<file path="config.mk">
export PLATFORM = sky130hd
export DESIGN_NAME = dmem_arbiter
export DESIGN_NICKNAME = d
export VERILOG_FILES = /design/src/rtl/dmem_arbiter.sv
export SDC_FILE = /design/constraint.sdc
export NUM_CORES = 1
export LEC_CHECK = 0
export BUFFER_PORTS_ARGS = -buffer_cell sky130_fd_sc_hd__buf_2
export CORE_MARGIN = 5
export CORE_UTILIZATION = 46
export CTS_CLUSTER_DIAMETER = 60
export CTS_CLUSTER_SIZE = 30
export DETAILED_ROUTE_END_ITERATION = 10
export PLACE_DENSITY = 0.77
export SYNTH_ARGS = -nofsm -noshare
export SYNTH_HDL_FRONTEND = slang
export SYNTH_SLANG_ARGS = --single-unit
</file>
<file path="constraint.sdc">
create_clock -name i_clk -period 5.9 [get_ports i_clk]
set_input_delay 0.295 -clock i_clk [delete_from_list [all_inputs] [get_ports i_clk]]
set_output_delay 0.295 -clock i_clk [all_outputs]
set_load 0.05 [all_outputs]
</file>
<file path="src/rtl/dmem_arbiter.sv">
// dmem_arbiter: shares the single data-memory port between the pipeline
// (port P) and a secondary requester such as debug or DMA (port S).
//
// state   | meaning
// --------+--------------------------------------------------------------
// IDLE    | no access outstanding; arbitrate between P and S
// REQ     | o_mem_req asserted, waiting for i_mem_ready
// RESP    | read accepted, waiting for i_mem_rvalid or the timeout
//
// Only o_p_stall is combinational. Every other output is registered.
module dmem_arbiter #(
    parameter int STARVE_MAX = 8,
    parameter int TIMEOUT    = 64
) (
    input  logic        i_clk,
    input  logic        i_rst,
    input  logic        i_p_ren,
    input  logic        i_p_wen,
    input  logic [31:0] i_p_addr,
    input  logic [31:0] i_p_wdata,
    input  logic [3:0]  i_p_mask,
    output logic        o_p_stall,
    output logic        o_p_done,
    output logic [31:0] o_p_rdata,
    input  logic        i_s_vld,
    input  logic        i_s_wen,
    input  logic [31:0] i_s_addr,
    input  logic [31:0] i_s_wdata,
    input  logic [3:0]  i_s_mask,
    output logic        o_s_rdy,
    output logic        o_s_rvld,
    output logic [31:0] o_s_rdata,
    output logic        o_mem_req,
    output logic        o_mem_wen,
    output logic [31:0] o_mem_addr,
    output logic [31:0] o_mem_wdata,
    output logic [3:0]  o_mem_mask,
    input  logic        i_mem_ready,
    input  logic        i_mem_rvalid,
    input  logic [31:0] i_mem_rdata,
    output logic        o_err
);

    localparam int SW = $clog2(STARVE_MAX + 1);
    localparam int TW = (TIMEOUT > 2) ? $clog2(TIMEOUT) : 1;

    localparam logic OWN_P = 1'b0;
    localparam logic OWN_S = 1'b1;

    typedef enum logic [1:0] {
        ST_IDLE = 2'd0,
        ST_REQ  = 2'd1,
        ST_RESP = 2'd2
    } state_t;

    state_t         state_q, state_d;
    logic           owner_q, owner_d;
    logic [SW-1:0]  starve_q, starve_d;
    logic [TW-1:0]  tmo_q, tmo_d;

    logic           mem_req_d, mem_wen_d;
    logic [31:0]    mem_addr_d, mem_wdata_d;
    logic [3:0]     mem_mask_d;
    logic           p_done_d, s_rdy_d, s_rvld_d, err_d;
    logic [31:0]    p_rdata_d, s_rdata_d;

    logic           p_req, done_any, starve_hit, grant_s, grant_p;

    // The pipeline is released in the cycle its done pulse is visible.
    assign o_p_stall = (i_p_ren | i_p_wen) & ~o_p_done;

    // Arbitration terms. A done cycle never grants: the P request still on
    // the inputs is the one that just completed.
    always_comb begin
        p_req      = i_p_ren | i_p_wen;
        done_any   = o_p_done | o_s_rvld;
        starve_hit = (starve_q >= SW'(STARVE_MAX));
        grant_s    = i_s_vld & ~done_any & (~p_req | starve_hit);
        grant_p    = p_req & ~done_any & ~grant_s;
    end

    // Next-state and next-output logic.
    always_comb begin
        state_d     = state_q;
        owner_d     = owner_q;
        starve_d    = starve_q;
        tmo_d       = tmo_q;
        mem_req_d   = o_mem_req;
        mem_wen_d   = o_mem_wen;
        mem_addr_d  = o_mem_addr;
        mem_wdata_d = o_mem_wdata;
        mem_mask_d  = o_mem_mask;
        p_done_d    = 1'b0;
        s_rdy_d     = 1'b0;
        s_rvld_d    = 1'b0;
        err_d       = 1'b0;
        p_rdata_d   = o_p_rdata;
        s_rdata_d   = o_s_rdata;

        case (state_q)
            ST_IDLE: begin
                if (grant_s) begin
                    owner_d     = OWN_S;
                    mem_req_d   = 1'b1;
                    mem_wen_d   = i_s_wen;
                    mem_addr_d  = i_s_addr;
                    mem_wdata_d = i_s_wdata;
                    mem_mask_d  = i_s_mask;
                    s_rdy_d     = 1'b1;
                    starve_d    = '0;
                    state_d     = ST_REQ;
                end else begin
                    if (grant_p) begin
                        owner_d     = OWN_P;
                        mem_req_d   = 1'b1;
                        mem_wen_d   = i_p_wen;
                        mem_addr_d  = i_p_addr;
                        mem_wdata_d = i_p_wdata;
                        mem_mask_d  = i_p_mask;
                        state_d     = ST_REQ;
                    end
                    if (i_s_vld && !starve_hit) begin
                        starve_d = starve_q + SW'(1);
                    end
                end
            end

            ST_REQ: begin
                if (i_mem_ready) begin
                    mem_req_d = 1'b0;
                    if (o_mem_wen) begin
                        p_done_d = (owner_q == OWN_P);
                        s_rvld_d = (owner_q == OWN_S);
                        state_d  = ST_IDLE;
                    end else begin
                        // Loaded so the abort pulse lands TIMEOUT cycles
                        // after the accept cycle.
                        tmo_d   = TW'(TIMEOUT - 2);
                        state_d = ST_RESP;
                    end
                end
            end

            ST_RESP: begin
                if (i_mem_rvalid) begin
                    if (owner_q == OWN_P) begin
                        p_rdata_d = i_mem_rdata;
                        p_done_d  = 1'b1;
                    end else begin
                        s_rdata_d = i_mem_rdata;
                        s_rvld_d  = 1'b1;
                    end
                    state_d = ST_IDLE;
                end else if (tmo_q == '0) begin
                    err_d = 1'b1;
                    if (owner_q == OWN_P) begin
                        p_rdata_d = '0;
                        p_done_d  = 1'b1;
                    end else begin
                        s_rdata_d = '0;
                        s_rvld_d  = 1'b1;
                    end
                    state_d = ST_IDLE;
                end else begin
                    tmo_d = tmo_q - TW'(1);
                end
            end

            default: begin
                mem_req_d = 1'b0;
                state_d   = ST_IDLE;
            end
        endcase
    end

    // State, counters and registered outputs; reset aborts any access.
    always_ff @(posedge i_clk or posedge i_rst) begin
        if (i_rst) begin
            state_q     <= ST_IDLE;
            owner_q     <= OWN_P;
            starve_q    <= '0;
            tmo_q       <= '0;
            o_mem_req   <= 1'b0;
            o_mem_wen   <= 1'b0;
            o_mem_addr  <= '0;
            o_mem_wdata <= '0;
            o_mem_mask  <= '0;
            o_p_done    <= 1'b0;
            o_p_rdata   <= '0;
            o_s_rdy     <= 1'b0;
            o_s_rvld    <= 1'b0;
            o_s_rdata   <= '0;
            o_err       <= 1'b0;
        end else begin
            state_q     <= state_d;
            owner_q     <= owner_d;
            starve_q    <= starve_d;
            tmo_q       <= tmo_d;
            o_mem_req   <= mem_req_d;
            o_mem_wen   <= mem_wen_d;
            o_mem_addr  <= mem_addr_d;
            o_mem_wdata <= mem_wdata_d;
            o_mem_mask  <= mem_mask_d;
            o_p_done    <= p_done_d;
            o_p_rdata   <= p_rdata_d;
            o_s_rdy     <= s_rdy_d;
            o_s_rvld    <= s_rvld_d;
            o_s_rdata   <= s_rdata_d;
            o_err       <= err_d;
        end
    end

endmodule
</file>
# ---- Yosys cells after proc, flatten, opt, wreduce, memory -nomap -nowiden
# Cells that the tools add are included.
dict set report totals {
  regBits 151
  input_bits 176
  out_inout_bits 139
  elab_cells 108
}
dict set report op_classes {
  add_sub_neg 2
  magnitude_cmp 1
  n_eq_ne 8
  muxes 53
  n_bitwise 14
  reduce_logical 15
}
# operator n
set op_table {}
lappend op_table {{$mux W32} 12}
lappend op_table {{$mux W6} 4}
lappend op_table {{$mux W1} 22}
lappend op_table {{$mux W4} 4}
lappend op_table {{$mux W2} 6}
lappend op_table {{$pmux W6 S2} 1}
lappend op_table {{$reduce_and A3 Y1} 4}
lappend op_table {{$ne A2 B2 Y1 const B} 4}
lappend op_table {{$reduce_bool A2 Y1} 4}
lappend op_table {{$logic_not A6 Y1} 1}
lappend op_table {{$ne A3 B3 Y1 const B} 2}
lappend op_table {{$not A1 Y1} 6}
lappend op_table {{$pmux W2 S3} 1}
lappend op_table {{$sub A6 B1 Y6 const B} 1}
lappend op_table {{$and A1 B1 Y1} 5}
lappend op_table {{$reduce_and A5 Y1} 1}
lappend op_table {{$add A4 B1 Y4 const B} 1}
lappend op_table {{$ge A4 B4 Y1 const B} 1}
lappend op_table {{$pmux W1 S2} 2}
lappend op_table {{$reduce_and A2 Y1} 2}
lappend op_table {{$or A1 B1 Y1} 3}
lappend op_table {{$pmux W1 S3} 1}
lappend op_table {{$eq A2 B1 Y1 const B} 1}
lappend op_table {{$eq A2 B2 Y1 const B} 1}
lappend op_table {{3 further kinds} 3}

# ---- Logic depth before layout (Yosys ltp)
# Gate-level depths: netlist of the first run.
dict set report logic_depth {
  ltp_word 9
  ltp_mapped 8
  depth_no_buf 6
}

# ---- Worst setup path before layout of the first run
# No wires, ideal clock.
dict set report synth_timing {
  path_kind {register -> register}
  start {reg o_mem_wen}
  end {reg tmo_q[4]}
  setup_time_ns 0.069
  arrival_ns 1.673
  required_ns 5.831
  slack_ns 4.158
  path_stages_with_launch 5
  path_buffers 0
  period_less_slack_ns 1.742
  cell_sequence {dfrtp_1 > nand2b_1 > a22o_4 > or4_1 > nand3_1}
}
dict set report synth_between {
  elab_chain_cells 2
}
# item line
set synth_rtl {}
lappend synth_rtl {{start: declaration} 34} ;# output logic o_mem_wen,
lappend synth_rtl {{start signal: assignment} 200} ;# o_mem_wen <= mem_wen_d;
lappend synth_rtl {{$ne A2 B2 Y1 (no line)} --}
lappend synth_rtl {{$reduce_and A5 Y1 (no line)} --}
lappend synth_rtl {{end signal: assignment} 198} ;# tmo_q <= tmo_d;
lappend synth_rtl {{end: declaration} 59} ;# logic [TW-1:0] tmo_q, tmo_d;
# Every way passes these cells.
# A chain may end at the register's enable or synchronous reset.

# ---- Final worst setup path of the first run
dict set report layout_timing {
  start {reg starve_q[3]}
  end {reg o_mem_addr[23]}
}
dict set report layout_between {
  elab_chain_cells 7
  word_cells_on_any_way 8
  cone_classes {1 x order compare; 1 x mux; 4 x bitwise; 2 x reduce/logical}
}
# item line
set layout_rtl {}
lappend layout_rtl {{start: declaration} 58} ;# logic [SW-1:0] starve_q, starve_d;
lappend layout_rtl {{start signal: assignment} 197} ;# starve_q <= starve_d;
lappend layout_rtl {{$ge A4 B4 Y1 *} 77} ;# starve_hit = (starve_q >= SW'(STARVE_MAX));
lappend layout_rtl {{$or A1 B1 Y1 *} 78} ;# grant_s = i_s_vld & ~done_any & (~p_req | starve_hit);
lappend layout_rtl {{$and A1 B1 Y1 *} 78}
lappend layout_rtl {{$not A1 Y1} 79} ;# grant_p = p_req & ~done_any & ~grant_s;
lappend layout_rtl {{$and A1 B1 Y1} 79}
lappend layout_rtl {{$reduce_bool A2 Y1 (no line)} --}
lappend layout_rtl {{$reduce_and A2 Y1 (no line)} --}
lappend layout_rtl {{end signal: assignment} 201} ;# o_mem_addr <= mem_addr_d;
lappend layout_rtl {{end: declaration} 35} ;# output logic [31:0] o_mem_addr,
# Every way passes the cells marked *; elsewhere a longest branch is shown, timed or not.

==> flow_summary.yaml, run 1 <==
run_status:
  outcome: "completed"
place:
  post-place-cells: 1013
  port_buffers: 314
  place_hpwl_um: 13400
  final_weighted_congestion_in_routability_driven_placement: 0.836
final_layout:
  multiInputGateArea_um2: 2430
  layout.cells.most_common_list: "314 x sky130_fd_sc_hd__buf_2, 151 x sky130_fd_sc_hd__dfrtp_1, 75 x sky130_fd_sc_hd__nand2_1"
  drive_gt1_frac: 0.417
  layout.cells.non_filler: 1045
  area_delta_synth_final_pct: 34.7
  layout.area.seq_um2: 3780
  finish.utilization: 0.630
  net_count_reported_at_finish: 1035
  nFillCells: 1138
  most_common_cell_after_layout_fill_and_taps_aside: "sky130_fd_sc_hd__buf_2"
  diodes: 0
detailed_routing:
  dr.first_iter.drc_count: 280
  vias: 5395
  vias_per_cell: 5.16
  totalWireLength_um: 18100
  post-route-drc-count: 0
  drt.antenna.violating_nets: 0
  dr.pass1.iters: 4
  avgRoutedWirePerCell_um: 17.3
yosys:
  synth-seq-cells: 151
  synth_area_um2: 6460
  syn_nets: 732
  synthDominantAreaCellType: "sky130_fd_sc_hd__dfrtp_1"
  post_synth_num_cell_types: 42
  synthArstFlopShare: 1.00
  dominantRegCellSynth: "sky130_fd_sc_hd__dfrtp_1"
  ys_top_cells_by_area: "sky130_fd_sc_hd__dfrtp_1 58%, sky130_fd_sc_hd__mux2i_1 11%, sky130_fd_sc_hd__a22o_1 8.7%"
  number_of_enable_type_register_cells_in_the_synthesized_netlist: 0
  postSynthAreaPerCell_um2: 11.8
  synth_warnings: 0
  syn-instance-count: 550
  yosysSeqAreaShare: 0.585
  yosysTopAreaCellShare: 0.585
clocking:
  tritoncts_num_sinks: 151
  resized_cells_post_cts: 0
  holdBufCountCts: 1
  post_cts_buffers: 0
  clk_latency_ns: 0.41
  worst_setup_hold_path_clk_slew_ns: 0.06
  cts_tree: "built"
  clock-root-buffer: "sky130_fd_sc_hd__clkbuf_16"
  htreeDepth: 4
  cts_buffers: 17
  cts.path.max_buffers: 2
floorplan:
  dieHeight_um: 129
  start_util: 0.467
  io-pin-count: 315
  core_region_area_um2: 13800
  die_area_um2: 16500
  core.rowCount: 43
  die_width_um: 129
sta:
  maxSlewHeadroom: 0.337
  tns_ns: 0
  fin_crit_share: 0.432
  report.final.slew_viol_count: 0
  setup_viol_count_final: 0
  final.setup_skew_ns: 0.00651
  rsz0062_at_grt: "no"
  fin_crit_ns: 2.55
  finalHoldViolations: 0
  achievable-frequency_mhz: 392
  tightest_slew_ns: 0.995
hold_path:
  min_delay_path_depth: 2
  hold_path.startpoint: "i_mem_rdata[20]"
  timing.hold.worst.class: "in -> reg"
critical_path:
  endpoint: "o_mem_addr[23]$_DFFE_PP0P_"
  worst-setup-path-type: "reg -> reg"
  rr_startpoint: "starve_q[3]$_DFFE_PP0P_"
  rr_worst_depth: 5
  timing.critical_path.max_delay_family: "buffers and inverters"
  crit_buf_inv: 2
  worstSetupPathDepth: 5
  capturing_point_of_the_worst_reg2reg_path: "o_mem_addr[23]$_DFFE_PP0P_"
  critical_path.max_stage_delay_ns: 0.62
  cp_max_fo: 39
  worst-r2r-setup-slack_ns: 3.35
  cp_cell_sequence: "o211ai_1 -> buf_4 -> buf_4 -> mux2i_1 -> o21ai_0"
  crit_path_frequent_cell: "sky130_fd_sc_hd__buf_4"
  data_arrival_critical_path_ns: 2.79
  setup.worst_path.end_class: "flop"
  crit_start: "starve_q[3]$_DFFE_PP0P_"
  worst_path_max_delay_cell: "sky130_fd_sc_hd__buf_4"
  cp_data_required_time_ns: 6.15
  start_kind: "flop"
grt:
  globalRouteOverflowTotal: 0
  antenna_found_initial: 1
  grt_pass1_vias: 5304
  grt_pass1_wl_um: 27800
  grt_start_max_net_pins: 115
  grt.total_usage: 0.216
job:
  drv.max_cap_violation_count: 0
power_and_ir_drop:
  vdd_ir_drop_max_mv: 0.387
  powerDensity_nw_per_um2: 685
  leakage_power_total_nw: 4.88
  power_mw: 5.97
==> kinds of logic after synthesis <==
logic type / count (synthesis) / synth area share
compound gates: 161 / 0.174
flops: 151 / 0.585
simple gates: 113 / 0.0790
mux: 71 / 0.110
buf+inv: 48 / 0.0410
fa+ha+maj: 6 / 0.0116
==> registers in the layout (all words and copies together), names as in the netlist, 2 cells and up <==
name and flops:
o_mem_mask 4, state_q 2, tmo_q 6, o_s_rdata 32, o_mem_wdata 32, o_mem_addr 32, o_p_rdata 32, starve_q 4
==> where the power goes <==
part           switching (mW)  total (mW)  internal (mW)
Clock                   0.420        1.09          0.671
Combinational            2.34        3.12          0.783
Sequential              0.252        1.75           1.50
==> synthesized netlist by cell type (4+ instances only) <==
library cell               number
sky130_fd_sc_hd__nand2_1       75
sky130_fd_sc_hd__buf_4          4
sky130_fd_sc_hd__a22o_1        64
sky130_fd_sc_hd__inv_1          9
sky130_fd_sc_hd__ha_1           6
sky130_fd_sc_hd__nand3_1        9
sky130_fd_sc_hd__buf_2         17
sky130_fd_sc_hd__dfrtp_1      151
sky130_fd_sc_hd__buf_6          6
sky130_fd_sc_hd__clkbuf_1       9
sky130_fd_sc_hd__nor2_1         8
sky130_fd_sc_hd__o21ai_1       55
sky130_fd_sc_hd__mux2i_1       71
sky130_fd_sc_hd__o21ai_0       21
==> layout make-up <==
class	count	share of cell area
tap	180	0.0259
timing repair buffer	323	0.188
inverter	9	0.00445
clock buffer	18	0.0504
sequential	151	0.434
clock inverter	13	0.0180
multi-input combinational	351	0.279
==> how the worst min path moves through the flow <==
stage                                           end
after floorplan           o_p_rdata[28]$_DFFE_PP0P_
after global placement     o_p_rdata[8]$_DFFE_PP0P_
after detailed placement  o_p_rdata[16]$_DFFE_PP0P_
after CTS                 o_p_rdata[20]$_DFFE_PP0P_
after global routing      o_p_rdata[13]$_DFFE_PP0P_
final                     o_p_rdata[20]$_DFFE_PP0P_
==> metrics by stage <==
stage / area (µm²) / hold WS, ns / setup slack, ns
final: 8710 / 0.113 / 3.35
after global routing: 8710 / 0.0940 / 3.08
after CTS: 8710 / 0.0915 / 3.29
after detailed placement: 8100 / 0.442 / 3.23
after global placement: 8100 / 0.437 / 3.28
after floorplan: 6460 / 0.428 / 1.54
==> layer usage <==
layer  vias to the layer above  wire, µm  global-route usage
met2                       227      8880               0.357
li1                       2586         -                   -
met3                        33      1330              0.0523
met1                      2547      7390               0.276
met5                         -        13                   0
met4                         2       503              0.0883
Power figures use the tool's default switching activity.
==> run 2, diff against run 1 <==
Settings changed: ABC_AREA from default to 1, CORE_UTILIZATION 46 to 48, PLACE_DENSITY 0.77 to 0.78.
Clock period 5.9 ns to 2.4 ns, I/O delays scaled along.
==> flow_summary.yaml, run 2 <==
yosys:
  synth_warnings: 0
  synth.most_common_cell: "sky130_fd_sc_hd__nand2_1"
  dominantRegCellSynth: "sky130_fd_sc_hd__dfrtp_1"
  post_synth_num_cell_types: 25
  ys_top_cells_by_area: "sky130_fd_sc_hd__dfrtp_1 54%, sky130_fd_sc_hd__nand2_1 26%, sky130_fd_sc_hd__nand3_1 6.2%"
  synthDominantAreaCellType: "sky130_fd_sc_hd__dfrtp_1"
  synthTopCellsByCount: "483 x sky130_fd_sc_hd__nand2_1, 151 x sky130_fd_sc_hd__dfrtp_1, 87 x sky130_fd_sc_hd__nand3_1"
  synth_area_um2: 7040
  synthArstFlopShare: 1.00
  synth-seq-cells: 151
  postSynthAreaPerCell_um2: 7.77
  number_of_enable_type_register_cells_in_the_synthesized_netlist: 0
  yosysSeqAreaShare: 0.537
  syn-instance-count: 906
  yosysTopAreaCellShare: 0.537
  syn_nets: 1088
grt:
  antenna_found_initial: 0
  grt_pass1_wl_um: 36500
  grt_start_max_net_pins: 74
  grt_pass1_vias: 7324
  globalRouteOverflowTotal: 0
  grt.total_usage: 0.258
critical_path:
  timing.critical_path.max_delay_family: "simple AND/OR/NAND/NOR gates"
  crit_start: "tmo_q[0]$_DFFE_PP0P_"
  worst-setup-path-type: "reg -> reg"
  cp_cell_sequence: "inv_1 -> ha_1 -> nand3_2 -> nand2_2 -> nand3_2 -> o21ai_1"
  setup.worst_path.end_class: "flop"
  critical_path.max_stage_delay_ns: 0.57
  worst-r2r-setup-slack_ns: 0.20
  worstSetupPathDepth: 6
  data_arrival_critical_path_ns: 2.51
  endpoint: "o_p_rdata[23]$_DFFE_PP0P_"
  cp_data_required_time_ns: 2.72
  rr_startpoint: "tmo_q[0]$_DFFE_PP0P_"
  crit_path_frequent_cell: "sky130_fd_sc_hd__nand3_2"
  start_kind: "flop"
  cp_max_fo: 32
  capturing_point_of_the_worst_reg2reg_path: "o_p_rdata[23]$_DFFE_PP0P_"
  crit_buf_inv: 1
  worst_path_max_delay_cell: "sky130_fd_sc_hd__nand3_2"
  rr_worst_depth: 6
place:
  place_hpwl_um: 15100
  final_weighted_congestion_in_routability_driven_placement: 0.861
  port_buffers: 314
sta:
  tightest_slew_ns: 0.737
  achievable-frequency_mhz: 455
  tns_ns: 0
  fin_crit_ns: 2.20
  finalHoldViolations: 0
  maxSlewHeadroom: 0.509
  fin_crit_share: 0.915
  whs_ns: 0.0167
  setup_viol_count_final: 0
  rsz0062_at_grt: "no"
  final.setup_skew_ns: 0.00744
  report.final.slew_viol_count: 0
clocking:
  worst_setup_hold_path_clk_slew_ns: 0.06
  cts_tree: "built"
  cts_buffers: 17
  tritoncts_num_sinks: 151
  clock-root-buffer: "sky130_fd_sc_hd__clkbuf_16"
  cts.path.max_buffers: 2
  htreeDepth: 4
  clk_latency_ns: 0.42
final_layout:
  most_common_cell_after_layout_fill_and_taps_aside: "sky130_fd_sc_hd__nand2_1"
  drive_gt1_frac: 0.288
  area_delta_synth_final_pct: 41.0
  layout.cells.most_common_list: "482 x sky130_fd_sc_hd__nand2_1, 314 x sky130_fd_sc_hd__buf_2, 151 x sky130_fd_sc_hd__dfrtp_1"
  net_count_reported_at_finish: 1448
power_and_ir_drop:
  seq_power_share: 0.294
  powerDensity_nw_per_um2: 1440
  vdd_ir_drop_max_mv: 0.700
  clockPowerShare: 0.171
  leakage_power_total_nw: 5.67
  power.switching_fraction: 0.529
  share_comb_of_total_power: 0.534
  power_switching_mw: 7.57
  internal_power_mw: 6.75
detailed_routing:
  dr.first_iter.drc_count: 434
  drt.antenna.violating_nets: 0
  dr.pass1.iters: 5
  post-route-drc-count: 0
  vias: 7465
  avgRoutedWirePerCell_um: 15.5
  vias_per_cell: 5.10
  totalWireLength_um: 22800
hold_path:
  timing.hold.worst.class: "in -> reg"
floorplan:
  core.rowCount: 44
  start_util: 0.486
  dieHeight_um: 131
  die_area_um2: 17200
  core_region_area_um2: 14500
  io-pin-count: 315
  die_width_um: 131
job:
  drv.max_cap_violation_count: 0
run_status:
  outcome: "completed"
run 2: changes by cell type after synthesis, moves of 13 or more:
cell                      previous run  this run
sky130_fd_sc_hd__o21ai_1            55        68
sky130_fd_sc_hd__nand3_1             9        87
sky130_fd_sc_hd__mux2i_1            71         0
sky130_fd_sc_hd__o21ai_0            21         0
sky130_fd_sc_hd__a22o_1             64         0
sky130_fd_sc_hd__buf_2              17        32
sky130_fd_sc_hd__nand2_1            75       483
run 2: final cells by class:
class	count	area (µm²)
Antenna cell	1	2.50
Clock buffer	20	437
Clock inverter	12	105
Fill cell	1165	4550
Inverter	27	110
Multi-Input combinational cell	676	2890
Sequential cell	151	3780
Tap cell	184	230
Timing Repair Buffer	393	2380
run 2: repair_timing:
item,in CTS,in global routing
setup buffers,0,0
hold buffers,70,0
resized for setup,0,0
setup endpoints to repair,0,1
endpoints found under the hold margin,117,0
run 2: worst min-delay path by stage:
stage / slack [ns] / end / depth (start not counted) / from
after global routing: 0.003 / o_mem_wdata[17]$_DFFE_PP0P_ / 5 / i_p_wdata[17]
after floorplan: 0.29 / o_p_rdata[28]$_DFFE_PP0P_ / 2 / i_mem_rdata[28]
after global placement: 0.22 / o_s_rdata[23]$_DFFE_PP0P_ / 2 / i_rst
final: 0.02 / o_mem_wdata[17]$_DFFE_PP0P_ / 5 / i_p_wdata[17]
after CTS: 0.0008 / o_mem_wdata[1]$_DFFE_PP0P_ / 5 / i_p_wdata[1]
after detailed placement: 0.21 / o_s_rdata[23]$_DFFE_PP0P_ / 2 / i_rst
run 2: cells by family (layout without fill, tap and decap cells):
logic type / after synthesis / in the layout / share of synthesized area
other: 0 / 1 / 0
adders and majority gates: 6 / 6 / 0.0107
AOI/OAI and AO/OA: 75 / 75 / 0.0538
and+or+nand+nor: 593 / 594 / 0.341
xor gates and xnor gates: 1 / 1 / 0.00124
DFF: 151 / 151 / 0.537
buffers and inverters: 80 / 452 / 0.0565
run 2: routing by layer:
layer  up-vias  global-route usage  wire (µm)
met3        63              0.0722       1910
met1      3416               0.314       8930
met2       411               0.426      11100
met4         0               0.121        866
li1       3575                   -          -
met5         -                   0          0
run 2: power groups by stage:
stage	Clock [mW]	Sequential [mW]	Combinational (mW)
detailed placement	0	4.21	7.55
CTS	2.49	4.20	7.64
finish	2.45	4.22	7.65
floorplan	0	7.39	2.58
global placement	0	4.21	7.40
global route	2.60	4.34	8.20
run 2: stage by stage:
stage	std cells	area (µm²)	setup WS (ns)	power (mW)	util
after floorplan	906	7050	0.377	9.96	-
after global placement	1360	8670	0.430	11.6	0.599
after detailed placement	1360	8670	0.276	11.8	0.599
after CTS	1462	9910	0.208	14.3	0.685
after global routing	1463	9920	0.0337	15.1	0.685
final	1464	9930	0.204	14.3	0.686
run 2: tightest hold or removal path: cells and delay by family:
family,cells,cell delay [ns]
buffers and inverters,1,0.07
and+or+nand+nor,4,0.20
